[src/rtl/p_mem_ctrl_if.sv]
// Bundle of the IF/MEM request buses and the byte-wide RAM port of p_mem_ctrl.
interface p_mem_ctrl_if;
  logic        if_req;
  logic [31:0] if_addr;
  logic        if_done;
  logic [31:0] if_data;

  logic        mem_req;
  logic        mem_we;
  logic [1:0]  mem_width;
  logic [31:0] mem_addr;
  logic [31:0] mem_wdata;
  logic        mem_done;
  logic [31:0] mem_rdata;

  logic [31:0] ram_a;
  logic        ram_wr;
  logic [7:0]  ram_dout;
  logic [7:0]  ram_din;

  logic        busy_out;

  // Controller side.
  modport slave (
    input  if_req, if_addr, mem_req, mem_we, mem_width, mem_addr, mem_wdata, ram_din,
    output if_done, if_data, mem_done, mem_rdata, ram_a, ram_wr, ram_dout, busy_out
  );

  // Pipeline stages and RAM side.
  modport master (
    output if_req, if_addr, mem_req, mem_we, mem_width, mem_addr, mem_wdata, ram_din,
    input  if_done, if_data, mem_done, mem_rdata, ram_a, ram_wr, ram_dout, busy_out
  );
endinterface

[src/rtl/p_mem_ctrl.sv]
// Byte-serial RAM controller arbitrating IF and MEM (MEM has priority),
// sequencing 1/2/4-byte little-endian reads and writes one byte per cycle.
module p_mem_ctrl #(
  parameter int unsigned RAM_LAT = 2
) (
  input  logic         clk_in,
  input  logic         rst_in,
  p_mem_ctrl_if.slave  bus
);

  localparam logic [2:0] LAT = 3'(RAM_LAT);

  typedef enum logic [1:0] {IDLE, READ, WRITE, DONE} state_t;
  typedef enum logic {OWN_IF, OWN_MEM} owner_t;

  state_t      state_q;
  owner_t      owner_q;
  logic [31:0] addr_q;
  logic [31:0] wdata_q;
  logic [2:0]  n_q;
  logic [2:0]  cnt_q;
  logic [31:0] ram_a_q;
  logic        ram_wr_q;
  logic [7:0]  ram_dout_q;
  logic        if_done_q;
  logic        mem_done_q;
  logic [31:0] if_data_q;
  logic [31:0] mem_rdata_q;
  logic        busy_q;

  logic [2:0]  mem_n_d;
  logic [1:0]  lane_d;

  // Byte count of a MEM request; width 11 is treated as a word.
  always_comb begin
    case (bus.mem_width)
      2'b00:   mem_n_d = 3'd1;
      2'b01:   mem_n_d = 3'd2;
      default: mem_n_d = 3'd4;
    endcase
  end

  // cnt_q counts edges since grant; the byte arriving now was addressed LAT edges ago.
  always_comb lane_d = 2'(cnt_q - LAT);

  // Arbitration, byte sequencing and all registered outputs.
  always_ff @(posedge clk_in) begin
    if (rst_in) begin
      state_q     <= IDLE;
      owner_q     <= OWN_IF;
      addr_q      <= '0;
      wdata_q     <= '0;
      n_q         <= '0;
      cnt_q       <= '0;
      ram_a_q     <= '0;
      ram_wr_q    <= 1'b0;
      ram_dout_q  <= '0;
      if_done_q   <= 1'b0;
      mem_done_q  <= 1'b0;
      if_data_q   <= '0;
      mem_rdata_q <= '0;
      busy_q      <= 1'b0;
    end else begin
      case (state_q)
        IDLE: begin
          // Byte 0 is issued on the grant edge itself.
          if (bus.mem_req) begin
            owner_q     <= OWN_MEM;
            addr_q      <= bus.mem_addr;
            wdata_q     <= bus.mem_wdata;
            n_q         <= mem_n_d;
            cnt_q       <= 3'd1;
            mem_rdata_q <= '0;
            ram_a_q     <= bus.mem_addr;
            ram_wr_q    <= bus.mem_we;
            if (bus.mem_we) ram_dout_q <= bus.mem_wdata[7:0];
            busy_q      <= 1'b1;
            state_q     <= bus.mem_we ? WRITE : READ;
          end else if (bus.if_req) begin
            owner_q   <= OWN_IF;
            addr_q    <= bus.if_addr;
            wdata_q   <= '0;
            n_q       <= 3'd4;
            cnt_q     <= 3'd1;
            if_data_q <= '0;
            ram_a_q   <= bus.if_addr;
            ram_wr_q  <= 1'b0;
            busy_q    <= 1'b1;
            state_q   <= READ;
          end
        end

        READ: begin
          if (cnt_q < n_q) ram_a_q <= addr_q + {29'b0, cnt_q};
          if (cnt_q >= LAT) begin
            if (owner_q == OWN_MEM) mem_rdata_q[{lane_d, 3'b000} +: 8] <= bus.ram_din;
            else                    if_data_q[{lane_d, 3'b000} +: 8]   <= bus.ram_din;
          end
          if (cnt_q == n_q + LAT - 3'd1) begin
            state_q <= DONE;
            if (owner_q == OWN_MEM) mem_done_q <= 1'b1;
            else                    if_done_q  <= 1'b1;
          end else begin
            cnt_q <= cnt_q + 3'd1;
          end
        end

        WRITE: begin
          if (cnt_q < n_q) begin
            ram_a_q    <= addr_q + {29'b0, cnt_q};
            ram_dout_q <= wdata_q[{cnt_q[1:0], 3'b000} +: 8];
            ram_wr_q   <= 1'b1;
            cnt_q      <= cnt_q + 3'd1;
          end else begin
            ram_wr_q <= 1'b0;
            state_q  <= DONE;
            if (owner_q == OWN_MEM) mem_done_q <= 1'b1;
            else                    if_done_q  <= 1'b1;
          end
        end

        default: begin
          if_done_q  <= 1'b0;
          mem_done_q <= 1'b0;
          busy_q     <= 1'b0;
          state_q    <= IDLE;
        end
      endcase
    end
  end

  assign bus.ram_a     = ram_a_q;
  assign bus.ram_wr    = ram_wr_q;
  assign bus.ram_dout  = ram_dout_q;
  assign bus.if_done   = if_done_q;
  assign bus.if_data   = if_data_q;
  assign bus.mem_done  = mem_done_q;
  assign bus.mem_rdata = mem_rdata_q;
  assign bus.busy_out  = busy_q;

endmodule

[src/flat_wrapper.sv]
// flat-port wrapper written by rule: the top's interface ports become plain ports
module p_mem_ctrl_flat 
#(
  parameter int unsigned RAM_LAT = 2
)
  (clk_in, rst_in, bus_if_req, bus_if_addr, bus_mem_req, bus_mem_we, bus_mem_width, bus_mem_addr, bus_mem_wdata, bus_ram_din, bus_if_done, bus_if_data, bus_mem_done, bus_mem_rdata, bus_ram_a, bus_ram_wr, bus_ram_dout, bus_busy_out);
  p_mem_ctrl_if bus_i ();
  input  logic clk_in;
  input  logic rst_in;
  input wire logic [$bits(bus_i.if_req)-1:0] bus_if_req;
  input wire logic [$bits(bus_i.if_addr)-1:0] bus_if_addr;
  input wire logic [$bits(bus_i.mem_req)-1:0] bus_mem_req;
  input wire logic [$bits(bus_i.mem_we)-1:0] bus_mem_we;
  input wire logic [$bits(bus_i.mem_width)-1:0] bus_mem_width;
  input wire logic [$bits(bus_i.mem_addr)-1:0] bus_mem_addr;
  input wire logic [$bits(bus_i.mem_wdata)-1:0] bus_mem_wdata;
  input wire logic [$bits(bus_i.ram_din)-1:0] bus_ram_din;
  output wire logic [$bits(bus_i.if_done)-1:0] bus_if_done;
  output wire logic [$bits(bus_i.if_data)-1:0] bus_if_data;
  output wire logic [$bits(bus_i.mem_done)-1:0] bus_mem_done;
  output wire logic [$bits(bus_i.mem_rdata)-1:0] bus_mem_rdata;
  output wire logic [$bits(bus_i.ram_a)-1:0] bus_ram_a;
  output wire logic [$bits(bus_i.ram_wr)-1:0] bus_ram_wr;
  output wire logic [$bits(bus_i.ram_dout)-1:0] bus_ram_dout;
  output wire logic [$bits(bus_i.busy_out)-1:0] bus_busy_out;
  assign bus_i.if_req = bus_if_req;
  assign bus_i.if_addr = bus_if_addr;
  assign bus_i.mem_req = bus_mem_req;
  assign bus_i.mem_we = bus_mem_we;
  assign bus_i.mem_width = bus_mem_width;
  assign bus_i.mem_addr = bus_mem_addr;
  assign bus_i.mem_wdata = bus_mem_wdata;
  assign bus_i.ram_din = bus_ram_din;
  assign bus_if_done = bus_i.if_done;
  assign bus_if_data = bus_i.if_data;
  assign bus_mem_done = bus_i.mem_done;
  assign bus_mem_rdata = bus_i.mem_rdata;
  assign bus_ram_a = bus_i.ram_a;
  assign bus_ram_wr = bus_i.ram_wr;
  assign bus_ram_dout = bus_i.ram_dout;
  assign bus_busy_out = bus_i.busy_out;
  p_mem_ctrl #(.RAM_LAT(RAM_LAT)) u_core (.clk_in(clk_in), .rst_in(rst_in), .bus(bus_i));
endmodule
[config.mk]
export PLATFORM = sky130hd
export DESIGN_NAME = p_mem_ctrl_flat
export DESIGN_NICKNAME = d
export VERILOG_FILES = /design/src/rtl/p_mem_ctrl_if.sv /design/src/rtl/p_mem_ctrl.sv /design/src/flat_wrapper.sv
export SDC_FILE = /design/constraint.sdc
export NUM_CORES = 1
export LEC_CHECK = 0
export ABC_CLOCK_PERIOD_IN_PS = 2650
export CORE_UTILIZATION = 45
export CTS_BUF_LIST = sky130_fd_sc_hd__clkbuf_2 sky130_fd_sc_hd__clkbuf_4 sky130_fd_sc_hd__clkbuf_8
export DETAILED_ROUTE_END_ITERATION = 12
export GPL_TIMING_DRIVEN = 0
export PLACE_DENSITY_LB_ADDON = 0.25
export SLEW_MARGIN = 20
export SYNTH_ARGS = -nofsm -noshare
export SYNTH_HDL_FRONTEND = slang
export SYNTH_SLANG_ARGS = --single-unit
[constraint.sdc]
create_clock -name clk_in -period 2.65 [get_ports clk_in]
set_clock_uncertainty 0.05 [all_clocks]
set_input_delay 0.795 -clock clk_in [delete_from_list [all_inputs] [get_ports clk_in]]
set_output_delay 0.795 -clock clk_in [all_outputs]
set_load 0.05 [all_outputs]
==> results.md <==
* Main combinational cell family by area after synthesis: simple AND/OR/NAND/NOR gates
* Status: complete, no violations
* Rel. slew slack at 45.9%
* Pre-CTS setup slack at -0.954 ns
* Startpoint types: primary input
* Core box area at 0.0187 mm2
* Post-synthesis mux area share at 12.2%
* Via density per instance at 5.79
* Final core occ at 61.9%
* Async set-reset flop share out of synthesis at 0%
* Worst vdd ir at 483 uV
* Port Buffers at 217
* H-tree depth at 4
* Synth Area per Inst at 8.90 um2
* Crit Path Max Fanout at 10
* Prevailing post-synth register cell: dfxtp_1
* CTS Buffer Depth at 2
* Initial antenna violation count at 0
* Total die area at 0.0197 mm2
* Synth cell count leaders: 181 x dfxtp_1, 153 x nor2_1, 86 x mux2i_1
* Max Slew Vio Count at 0
* FF-to-FF End: u_core.bus.ram_a[27]$_SDFFE_PP0P_
* Area contributors post-synth: dfxtp_1 42%, mux2i_1 10%, nor2_1 6.7%
* Worst min-delay path category: register to register
* Final HPWL DP at 20800 um
* P_leak at 0.00439 uW
* Tightest Pin Transition at 0.812 ns
* Setup crit start: bus_if_req
* R2R Path Start: u_core.cnt_q[2]$_SDFFE_PP0P_
* Iter 0 DRT Violations at 696
* Xor and xnor area share after synthesis at 2.53%
* Num Clock Sinks at 181
* Flop2flop setup slack at 0.13 ns
* Post-Synthesis Net Count at 1096
* Total track usage at 28.2%
* Die height at 140 um
* Final hold vios at 0
* Num CTS Buffers at 17
* Post-synth EDFFs at 0
* Net count, final at 1333
* Max Cap Viol at 0
* Setup violators final at 0
* Slowest library cell on the worst path: clkdlybuf4s50_1
* Initial Util at 46.1%
* Post-layout power at 12000 uW
* Synth Instances at 968
* Drt first pass iters at 5
* Final setup margin at 0.0436 ns
* Setup TNS at 0 ns
* Synth-to-layout area growth at 34.4%
* Worst endpoint required time at 2.94 ns
* Simple-gate portion of the synthesized area at 18.6%
* Post-Synthesis Cell Area at 0.00861 mm2
* Sequential cell area fraction in the yosys report at 42.1%
* CTS clock-pin slew for the worst setup and hold paths at 0.09 ns
* Max Clk Rate at 384 MHz
* Residual DRC at 0
* Grt total ovfl at 0
* Cell with the most instances after synthesis: dfxtp_1
* Layout cells sized above 1 at 8.22%
* Synth cell types at 61
* Post-Layout Inst Area at 0.0116 mm2
* Syn. warnings at 0
* Antenna cells at 0
* Clock insertion delay at the later pin of the skew report at 0.49 ns
* Vias in the first global route at 7901
* DIE WIDTH at 140 um
* Crit path largest cell delay at 0.58 ns
* Compound-Gate Fraction of Synth Area at 18.3%
* Worst path cell trace: clkdlybuf4s50_1 -> nor3b_2 -> nor2_1 -> and2_1 -> clkbuf_2 -> o211ai_1 -> a21oi_1
* Detail Route Antenna Nets at 0
* Min Tclk post-route at 2.61 ns
* Pwr Density at 1040 mW/mm2
* Placed inst area at 0.0111 mm2
* Crit path to: u_core.bus.ram_a[1]$_SDFFE_PP0P_
* Root Buffer Master: clkbuf_8
* Synth Area in Adders at 2.56%
* CTS tree: done
* Synth top area share at 42.1%
* First-pass GRT wire length at 43000 um
* Yosys reg bits at 181
* GP Congestion at 0.995
* Drt total wl at 28100 um
* Worst-case reg-to-reg path depth at 6
* Ports at 219
* Cts hold-fix bufs at 0
* CP Data Arrival Time at 2.90 ns
* Area leader, netlist: dfxtp_1
* Worst Min Path Start: u_core.bus.ram_a[4]$_SDFFE_PP0P_
* Via count at 8395
* Crit end category: register
* Final period util at 98.4%
* Routed WL per cell at 19.4 um
* Pin count of the biggest net entering global routing at 17
* Unrepaired setup endpoints after global routing: true
* Kind of critical path: primary input to register
* Rows at 50
-- timing repair --
| action | CTS | global route |
|---|---|---|
| buffers inserted | 0 | 2 |
| resized for setup | 22 | 19 |
| pin swaps | 1 | 1 |
| setup endpoints to repair | 145 | 109 |
| endpoints found under the hold margin | 0 | 0 |
-- worst min-delay path by stage --
stage                                                endpoint  slack [ns]  cells after the start
after global placement    u_core.bus.if_data[29]$_SDFFE_PP0P_        0.39                      2
after floorplan               u_core.wdata_q[16]$_SDFFE_PP0P_        0.42                      2
after detailed placement  u_core.bus.if_data[28]$_SDFFE_PP0P_        0.40                      2
final                        u_core.bus.ram_a[4]$_SDFFE_PP0P_        0.41                      2
after global routing      u_core.bus.if_data[28]$_SDFFE_PP0P_        0.43                      2
after CTS                 u_core.bus.if_data[28]$_SDFFE_PP0P_        0.41                      2
-- metrics by stage --
stage,hold WS (ns),std cells
2_1_floorplan,0.421,968
3_3_place_gp,0.390,1419
3_5_place_dp,0.396,1419
4_1_cts,0.407,1450
5_1_grt,0.427,1451
6_report,0.408,1451
-- worst max-delay path, delay by kind of cell --
kind,cells,cell delay (ns)
and+or+nand+nor,3,0.99
AOI/OAI and AO/OA,2,0.26
buffers and inverters,2,0.85
-- cells in the final DEF (no fill, tap or decap), types with 10 or more instances in the layout --
cell,instances
clkbuf_1,35
dfxtp_1,179
o211ai_1,10
nor2_1,151
nand2_1,65
o21ai_0,18
nand4_1,17
clkbuf_8,18
inv_1,16
a21oi_1,52
clkbuf_2,10
buf_2,14
and2_1,29
nor3_1,15
xor2_1,16
mux2i_1,86
a31oi_1,10
a211oi_1,45
clkdlybuf4s50_1,217
a22oi_1,33
ha_1,16
nand3_1,27
-- state kept, by name (all words and copies together) (netlist names) --
register	count
u_core.state_q	2
u_core.bus.mem_rdata	32
u_core.addr_q	32
u_core.bus.ram_a	32
u_core.bus.if_data	32
u_core.bus.mem_done	1
u_core.n_q	3
u_core.bus.if_done	1
u_core.owner_q	1
u_core.bus.busy_out	1
u_core.wdata_q	32
u_core.bus.ram_dout	8
u_core.bus.ram_wr	1
u_core.cnt_q	3
-- metal layers --
| metal | vias to the layer above | GRT usage [%] | wire length (um) |
|---|---|---|---|
| met5 | - | 0 | 0 |
| met4 | 0 | 10.4 | 748 |
| met3 | 58 | 8.75 | 2780 |
| met2 | 373 | 46.8 | 13000 |
| met1 | 3988 | 34.3 | 11600 |
| li1 | 3976 | - | - |
-- layout make-up --
| type | instances | area (um2) |
|---|---|---|
| Timing Repair Buffer | 219 | 2190 |
| Multi-Input combinational cell | 707 | 4790 |
| Fill cell | 1678 | 7130 |
| Tap cell | 234 | 293 |
| Clock inverter | 10 | 76.3 |
| Inverter | 18 | 67.6 |
| Clock buffer | 21 | 270 |
| Sequential cell | 181 | 3630 |
| Buffer | 61 | 267 |
-- report_power, final --
group,switching (uW),total (uW),internal [uW]
logic,4240,6520,2280
clock network,1030,1740,705
registers,476,3770,3290
-- logic make-up after synthesis --
| kind of cell | after synthesis |
|---|---|
| multiplexers | 95 |
| AND/OR/NAND/NOR | 346 |
| adder cells (fa/ha/maj) | 17 |
| XOR/XNOR | 23 |
| buffers and inverters | 80 |
| AO/OA/AOI/OAI | 226 |
| flip-flops | 181 |
Power figures use the tool's default switching activity.
==> variant (config.mk and constraints unchanged) <==
Reset style: asynchronous (`rst_in`), changed in one clocked block.
--- a/src/rtl/p_mem_ctrl.sv
+++ b/src/rtl/p_mem_ctrl.sv
@@ -44,7 +44,7 @@
   always_comb lane_d = 2'(cnt_q - LAT);
 
   // Arbitration, byte sequencing and all registered outputs.
-  always_ff @(posedge clk_in) begin
+  always_ff @(posedge clk_in or posedge rst_in) begin
     if (rst_in) begin
       state_q     <= IDLE;
       owner_q     <= OWN_IF;
Check against the original RTL: differs if rst_in is asserted again (counterexample within 4 cycles, from zero or initial values and one cycle with rst_in high); with rst_in held inactive, the same outputs for 4 cycles.
==> variant against the unedited design <==
Worst setup slack better by 29 ps; non-clock buffer count is 5 lower; sequential cell count stayed put; critical path depth stayed put; total power is 27% higher; register-to-register slack worse by 60 ps; routed wire length is 12% lower; synthesized area is 3.3% higher; final cell count is 8.6% lower; design area is 6.3% higher; hold slack better by 43 ps; critical endpoint is now u_core.bus.ram_a[25]; largest cell class is now flip-flops and latches; highest routed layer unchanged.
==> variant: results (changes against the unedited design) <==
[global_routing]
grtUsageMet1_pct = 35.2  ; was 34.3%
grt_max_degree = 33  ; was 17
grt_util_all_layers_pct = 25.5  ; was 28.2%

[sta]
worst_slew_pin_slew_ps = 745  ; was 812 ps

[status]
status = complete, no violations  ; unchanged

[cells_and_area]
multi_input_cells = 555  ; was 707
clkbuf_count = 17  ; was 21
n_all_buffers = 275  ; was 280
nNonClkInverters = 16  ; was 18
buf_share_pct = 21.2  ; about the same
layout-drive-gt1-share_pct = 17.5  ; was 8.22%

[cts]
post-cts-setup-buffers = 1  ; was 0
clock_latency_ps = 470  ; was 490 ps
post_cts_resized = 32  ; was 22

[placed_design]
hpwl_mm = 18.1  ; was 20.8 mm
pre_cts_slack_ps = -985  ; was -954 ps
io_buffers = 218  ; was 217

[yosys]
ys_types = 60  ; was 61
async_flop_share_pct = 100  ; was 0%
synth_compound_area_share_pct = 15.0  ; was 18.3%
synthTopCellsByArea = dfrtp_1, mux2_2, a22o_1, mux2i_1, o21ai_0  ; was dfxtp_1, mux2i_1, nor2_1, a211oi_1, a21oi_1

[floorplan]
die_area_um2 = 20300  ; was 19700 um^2

[power]
p_leak_uw = 0.00529  ; was 0.00439 uW
vdd_ir_drop_max_uv = 731  ; was 483 uV

[routing]
drt-wirelength-per-cell_um = 18.7  ; was 19.4 um
drt-met1-wl_mm = 11.0  ; was 11.6 mm
wl_mm = 24.7  ; was 28.1 mm

## variant: through the flow
step / util [%] / hold WS (ps)
6_report: 63.4 / 451
2_1_floorplan: - / 404
5_1_grt: 63.4 / 465
4_1_cts: 62.4 / 448
3_5_place_dp: 59.6 / 424
3_3_place_gp: 58.9 / 421
## variant: worst paths after layout
| check | from | endpoint | slack, ps | depth (start not counted) |
|---|---|---|---|---|
| max in group asynchronous | rst_in | u_core.wdata_q[26] | 1160 | 4 |
| setup reg to reg | u_core.cnt_q[1] | u_core.bus.ram_a[25] | 70 | 7 |
| hold reg to reg | u_core.bus.ram_a[5] | u_core.bus.ram_a[5] | 450 | 2 |
| setup / recovery | u_core.cnt_q[1] | u_core.bus.ram_a[25] | 70 | 7 |
| hold / removal | u_core.bus.ram_a[5] | u_core.bus.ram_a[5] | 450 | 2 |
| min in group asynchronous | rst_in | u_core.addr_q[7] | 660 | 2 |
## variant: power by group
part           switching, uW  internal, uW
Clock                   1110           878
Sequential               774          3770
Combinational           5350          3370
Total                   7240          8030
